===== src/rtl/ps2_key_sender.sv =====
// Purpose: device-side PS/2 keyboard transmitter; one accepted scan code becomes make/F0/make frames (or make only).
// Latency: start bit is on the line the cycle after accept; busy for 66*CLK_HALF+2*GAP_CYCLES (mode 0) or 22*CLK_HALF (mode 1).
// Backpressure: key_ready is low while a key is in flight; key_valid seen then is dropped, not queued.
//
// Ports:
//   clk, rst            system clock, synchronous active-high reset
//   key_code, key_mode  scan code and mode (0 = make/break/make, 1 = make only), latched on accept
//   key_valid/key_ready request handshake; key_ready is registered and high in IDLE and DONE
//   busy, done          busy from the cycle after accept to the end of the last frame; done pulses once
//   PS2_clk, PS2_dat    PS/2 line outputs, both idle high
module ps2_key_sender #(
    parameter int         CLK_HALF   = 4,
    parameter int         GAP_CYCLES = 6,
    parameter logic [7:0] STOP_CODE  = 8'hF0
) (
    input  logic       clk,
    input  logic       rst,
    input  logic [7:0] key_code,
    input  logic       key_mode,
    input  logic       key_valid,
    output logic       key_ready,
    output logic       busy,
    output logic       done,
    output logic       PS2_clk,
    output logic       PS2_dat
);

    // One counter times both the clock half-periods and the inter-byte gap,
    // so it is sized for whichever of the two is longer.
    localparam int CNT_MAX = (CLK_HALF > GAP_CYCLES) ? CLK_HALF : GAP_CYCLES;
    localparam int CNT_W   = $clog2(CNT_MAX) + 1;
    localparam logic [CNT_W-1:0] HALF_LAST = CNT_W'(CLK_HALF - 1);
    localparam logic [CNT_W-1:0] GAP_LAST  = CNT_W'(GAP_CYCLES - 1);

    typedef enum logic [2:0] {
        S_IDLE,
        S_BIT_HI,
        S_BIT_LO,
        S_GAP,
        S_DONE
    } state_t;

    state_t           state_q, state_d;
    logic [CNT_W-1:0] cnt_q, cnt_d;
    logic [3:0]       bit_idx_q, bit_idx_d;
    logic [1:0]       byte_idx_q, byte_idx_d;
    logic [7:0]       code_q, code_d;
    logic             mode_q, mode_d;
    logic             key_ready_q, key_ready_d;
    logic             busy_q, busy_d;
    logic             done_q, done_d;
    logic             ps2_clk_q, ps2_clk_d;
    logic             ps2_dat_q, ps2_dat_d;

    logic       accept;
    logic [7:0] cur_byte;
    logic       last_byte;
    logic [3:0] bit_idx_nxt;

    // Line value of frame bit idx: start, 8 data bits LSB first, odd parity, stop.
    function automatic logic frame_bit(input logic [7:0] b, input logic [3:0] idx);
        logic [3:0] k;
        k = idx - 4'd1;
        case (idx)
            4'd0:                                           frame_bit = 1'b0;
            4'd1, 4'd2, 4'd3, 4'd4, 4'd5, 4'd6, 4'd7, 4'd8: frame_bit = b[k[2:0]];
            4'd9:                                           frame_bit = ~^b;
            default:                                        frame_bit = 1'b1;
        endcase
    endfunction

    assign accept      = key_valid && key_ready_q;
    // Byte 1 of a press/release sequence is always the break prefix.
    assign cur_byte    = (byte_idx_q == 2'd1) ? STOP_CODE : code_q;
    assign last_byte   = (byte_idx_q == 2'd2) || ((byte_idx_q == 2'd0) && mode_q);
    assign bit_idx_nxt = bit_idx_q + 4'd1;

    always_comb begin
        state_d     = state_q;
        cnt_d       = cnt_q;
        bit_idx_d   = bit_idx_q;
        byte_idx_d  = byte_idx_q;
        code_d      = code_q;
        mode_d      = mode_q;
        key_ready_d = key_ready_q;
        busy_d      = busy_q;
        done_d      = 1'b0;
        ps2_clk_d   = ps2_clk_q;
        ps2_dat_d   = ps2_dat_q;

        case (state_q)
            // DONE behaves like IDLE for acceptance so a held request
            // restarts after exactly one idle-high cycle.
            S_IDLE, S_DONE: begin
                state_d     = S_IDLE;
                key_ready_d = 1'b1;
                busy_d      = 1'b0;
                ps2_clk_d   = 1'b1;
                ps2_dat_d   = 1'b1;
                if (accept) begin
                    code_d      = key_code;
                    mode_d      = key_mode;
                    byte_idx_d  = 2'd0;
                    bit_idx_d   = 4'd0;
                    cnt_d       = '0;
                    key_ready_d = 1'b0;
                    busy_d      = 1'b1;
                    ps2_dat_d   = 1'b0;
                    state_d     = S_BIT_HI;
                end
            end
            S_BIT_HI: begin
                if (cnt_q == HALF_LAST) begin
                    cnt_d     = '0;
                    ps2_clk_d = 1'b0;
                    state_d   = S_BIT_LO;
                end else begin
                    cnt_d = cnt_q + 1'b1;
                end
            end
            S_BIT_LO: begin
                if (cnt_q == HALF_LAST) begin
                    cnt_d     = '0;
                    ps2_clk_d = 1'b1;
                    if (bit_idx_q < 4'd10) begin
                        // Data moves together with the rising clock edge.
                        bit_idx_d = bit_idx_nxt;
                        ps2_dat_d = frame_bit(cur_byte, bit_idx_nxt);
                        state_d   = S_BIT_HI;
                    end else begin
                        ps2_dat_d = 1'b1;
                        if (last_byte) begin
                            busy_d      = 1'b0;
                            done_d      = 1'b1;
                            key_ready_d = 1'b1;
                            state_d     = S_DONE;
                        end else begin
                            state_d = S_GAP;
                        end
                    end
                end else begin
                    cnt_d = cnt_q + 1'b1;
                end
            end
            S_GAP: begin
                if (cnt_q == GAP_LAST) begin
                    cnt_d      = '0;
                    byte_idx_d = byte_idx_q + 2'd1;
                    bit_idx_d  = 4'd0;
                    ps2_dat_d  = 1'b0;
                    state_d    = S_BIT_HI;
                end else begin
                    cnt_d = cnt_q + 1'b1;
                end
            end
            default: state_d = S_IDLE;
        endcase
    end

    always_ff @(posedge clk) begin
        if (rst) begin
            state_q     <= S_IDLE;
            cnt_q       <= '0;
            bit_idx_q   <= 4'd0;
            byte_idx_q  <= 2'd0;
            code_q      <= 8'd0;
            mode_q      <= 1'b0;
            key_ready_q <= 1'b1;
            busy_q      <= 1'b0;
            done_q      <= 1'b0;
            ps2_clk_q   <= 1'b1;
            ps2_dat_q   <= 1'b1;
        end else begin
            state_q     <= state_d;
            cnt_q       <= cnt_d;
            bit_idx_q   <= bit_idx_d;
            byte_idx_q  <= byte_idx_d;
            code_q      <= code_d;
            mode_q      <= mode_d;
            key_ready_q <= key_ready_d;
            busy_q      <= busy_d;
            done_q      <= done_d;
            ps2_clk_q   <= ps2_clk_d;
            ps2_dat_q   <= ps2_dat_d;
        end
    end

    assign key_ready = key_ready_q;
    assign busy      = busy_q;
    assign done      = done_q;
    assign PS2_clk   = ps2_clk_q;
    assign PS2_dat   = ps2_dat_q;

endmodule

===== config.mk =====
export PLATFORM = sky130hd
export DESIGN_NAME = ps2_key_sender
export DESIGN_NICKNAME = d
export VERILOG_FILES = /design/src/rtl/ps2_key_sender.sv
export SDC_FILE = /design/constraint.sdc
export NUM_CORES = 1
export LEC_CHECK = 0
export CORE_MARGIN = 4
export CORE_UTILIZATION = 30
export CTS_CLUSTER_DIAMETER = 50
export DETAILED_ROUTE_END_ITERATION = 10
export SYNTH_ARGS = -nofsm -noshare
export SYNTH_HDL_FRONTEND = slang
export SYNTH_SLANG_ARGS = --single-unit

===== constraint.sdc =====
create_clock -name clk -period 2.14 [get_ports clk]
set_clock_uncertainty 0.2 [all_clocks]
set_input_delay 0.214 -clock clk [delete_from_list [all_inputs] [get_ports clk]]
set_output_delay 0.214 -clock clk [all_outputs]
set_load 0.05 [all_outputs]

==> out/metrics.yaml <==
synthMuxAreaShare: 0.0529
routed_via_density: 4.86
max_stage_delay_ps: 430
clock-root-buffer: "clkbuf_8"
core_um2: 5140
leakagePower_uw: 0.000777
grtUsageMet2: 0.204
h-tree-depth: 1
path_delay_family: "simple AND/OR/NAND/NOR gates"
postCtsHoldBufs: 0
holdPathStages: 2
synth_edf_count: 0
layout-drive-gt1-share: 0.216
synth_top_family_by_area: "simple AND/OR/NAND/NOR gates"
fin_crit_sh: 0.945
holdWs_ps: 269
n_antenna_cell: 0
synth_xor_area_frac: 0.0545
top_usage_layer: "met2"
antenna_found_initial: 0
combPwrFrac: 0.242
critical_path.slowest_cell: "or3b_4"
cp_cell_sequence: "ha_4 > or3b_4 > or4_4 > a21oi_2 > nand2b_4 > a21oi_1"
synth_cells: 201
io_pins: 17
timing.final.ws_setup_ps: 118
hp-class: "reg -> reg"
synth_compound_area_frac: 0.197
drv_slew: 0
intPower_uw: 793
cts_buffer_depth: 2
worst-endpoint-required_ps: 2110
dp_hpwl_mm: 2.80
avgSynthCellArea_um2: 8.00
hold_viol_final: 0
final_area_um2: 2110
critPathKind: "reg -> reg"
overflow: 0
outcome: "finished, final reports clean"
power_frac_clock: 0.265
synth_cell_types: 43
grt_pass1_wl_mm: 6.35
worst_slew_pin_slew_ps: 501
grtUsageMet3: 0.0266
fin_tns_setup_ps: 0
timing.rr.start: "cnt_q[1]"
grt_usage: 0.121
start_kind: "flip-flop"
cts_buffers: 3
rrSetupSlack_ps: 120
via_count: 1488
path_buf_inv: 0
ir_drop_v: 0.000305
syn_area_um2: 1610
fmaxAchievable_mhz: 495
period_minus_slack_ps: 2020
crit_path_end: "busy"
grt_pass1_vias: 1458
maxCapViolCount: 0
clk_pin_slew_ps: 100
io_buffers: 16
ys_seq_elements: 27
met1_usage: 0.155
start_util: 0.313
setup_viol: 0
synthSimpleGateAreaFrac: 0.232
routedWlPerCell_um: 12.1
synth-main-ff-cell: "dfxtp_1"
synthAdderAreaFrac: 0.0778
slew_headroom: 0.665
r2r-end: "busy"
ant_nets: 0
seqPwrFrac: 0.494
die_w_um: 81.2
grt_max_degree: 17
clkSinkCount: 27
crit_fanout: 7
crit_path_end_kind: "flip-flop"
ys_seq_area_frac: 0.336
first_pass_iters: 4
power_switching_share: 0.298
power_density_nw_per_um2: 535
postRouteWirelength_mm: 3.70
synth_nets: 223
reg2reg_depth: 6
drtIter0Drc: 112
placed_area_um2: 2000
area_delta_synth_final_pct: 31.1
die_area_um2: 6590
cts_tree: "done"
place_congestion: 0.804
crit_arrival_ps: 1990
ys_warn_count: 0
rows: 26
async_flop_share: 0
cp.depth: 6
fp.dieH_um: 81.2
dp_slack_ps: -4.14
drc_errors: 0
clk_latency_ps: 270
p_sw_uw: 336
setup.worst_path.start: "cnt_q[1]"
layout.nets: 259
==> cell usage after synthesis (all sizes together) (3+ instances only) <==
master | count | area, um2
o21ai | 10 | 50.0
clkbuf | 8 | 30.0
nor2 | 17 | 63.8
nand3 | 6 | 30.0
ha | 10 | 125
xor2 | 3 | 26.3
nor3 | 6 | 30.0
a2111oi | 3 | 27.5
dfxtp | 27 | 541
a21oi | 25 | 125
nand2b | 4 | 25.0
buf | 3 | 20.0
xnor2 | 7 | 61.3
mux2i | 4 | 40.0
nand2 | 26 | 97.6
inv | 8 | 30.0
a31oi | 4 | 25.0
or4 | 3 | 22.5
o21a | 3 | 22.5
==> flip-flops by register name, indices dropped and copies added, names as in the netlist <==
name and flops:
PS2_clk 1, PS2_dat 1, bit_idx_q 4, busy 1
byte_idx_q 2, cnt_q 4, code_q 8, done 1
key_ready 1, mode_q 1, state_q 3
==> worst reg2reg max path, stage by stage (launching register included) <==
cell and delay, ps:
dfxtp_2 370, ha_4 140, or3b_4 430, or4_4 430, a21oi_2 170, nand2b_4 130, a21oi_1 50
==> power groups by stage <==
stage	combinational, uW	sequential [uW]	clock [uW]
finish	273	557	299
global route	300	562	329
CTS	266	554	308
detailed placement	264	566	0
global placement	263	565	0
floorplan	143	583	0
==> layout by cell type, fill, tap and decap left out, types with 2 or more instances in the layout <==
| cell | Yosys | routed |
|---|---|---|
| nand3_1 | 6 | 6 |
| inv_2 | 2 | 2 |
| nor3_1 | 6 | 6 |
| dfxtp_1 | 27 | 23 |
| o21ai_1 | 1 | 2 |
| inv_1 | 6 | 6 |
| a31oi_1 | 4 | 3 |
| xor2_1 | 3 | 3 |
| buf_4 | 0 | 26 |
| xnor2_1 | 7 | 7 |
| nand2b_1 | 4 | 3 |
| a21oi_1 | 25 | 23 |
| clkdlybuf4s50_1 | 0 | 16 |
| a21oi_2 | 0 | 2 |
| mux4_2 | 2 | 2 |
| nor2_1 | 17 | 17 |
| clkbuf_8 | 0 | 3 |
| nor2b_1 | 2 | 2 |
| nand2_1 | 26 | 26 |
| ha_1 | 10 | 9 |
| or2_2 | 2 | 2 |
| o21a_1 | 3 | 3 |
| or4_1 | 3 | 2 |
| o21ai_0 | 9 | 8 |
| a2111oi_1 | 1 | 2 |
| mux2i_1 | 4 | 3 |
| dfxtp_2 | 0 | 4 |
| nand3b_1 | 2 | 2 |
==> kinds of logic after synthesis <==
family / after synthesis
DFF: 27
buffers and inverters: 19
muxes: 6
adders and majority gates: 10
xor gates and xnor gates: 10
AOI/OAI and AO/OA: 53
and+or+nand+nor: 76
==> per-stage QoR <==
| step | instances | util | total power, uW |
|---|---|---|---|
| floorplan | 201 | - | 726 |
| finish | 306 | 0.410 | 1130 |
| detailed placement | 301 | 0.389 | 830 |
| global placement | 301 | 0.389 | 829 |
| global route | 306 | 0.410 | 1190 |
| CTS | 305 | 0.399 | 1130 |
==> cell type report <==
| class | instances | area (um2) |
|---|---|---|
| Clock buffer | 3 | 41.3 |
| Clock inverter | 1 | 5.00 |
| Fill cell | 545 | 3030 |
| Inverter | 8 | 30.0 |
| Multi-Input combinational cell | 155 | 1040 |
| Sequential cell | 27 | 546 |
| Tap cell | 70 | 87.6 |
| Timing Repair Buffer | 42 | 355 |
==> what timing repair did <==
action | 4_1_cts | 5_1_grt
setup endpoints to repair | 5 | 6
gates cloned | 0 | 0
resized for setup | 1 | 13
pin swaps | 0 | 8
buffers inserted | 0 | 1
==> layer usage <==
metal	routed length, um	vias to the layer above
li1	-	775
met1	1830	683
met2	1680	26
met3	140	4
met4	51	0
met5	0	-
==> worst min path at each step <==
stage | from | end
floorplan | key_mode | mode_q
global placement | mode_q | mode_q
detailed placement | mode_q | mode_q
CTS | mode_q | mode_q
global route | key_code[5] | code_q[5]
finish | mode_q | mode_q
No activity file was read; power rests on OpenSTA's default activity.
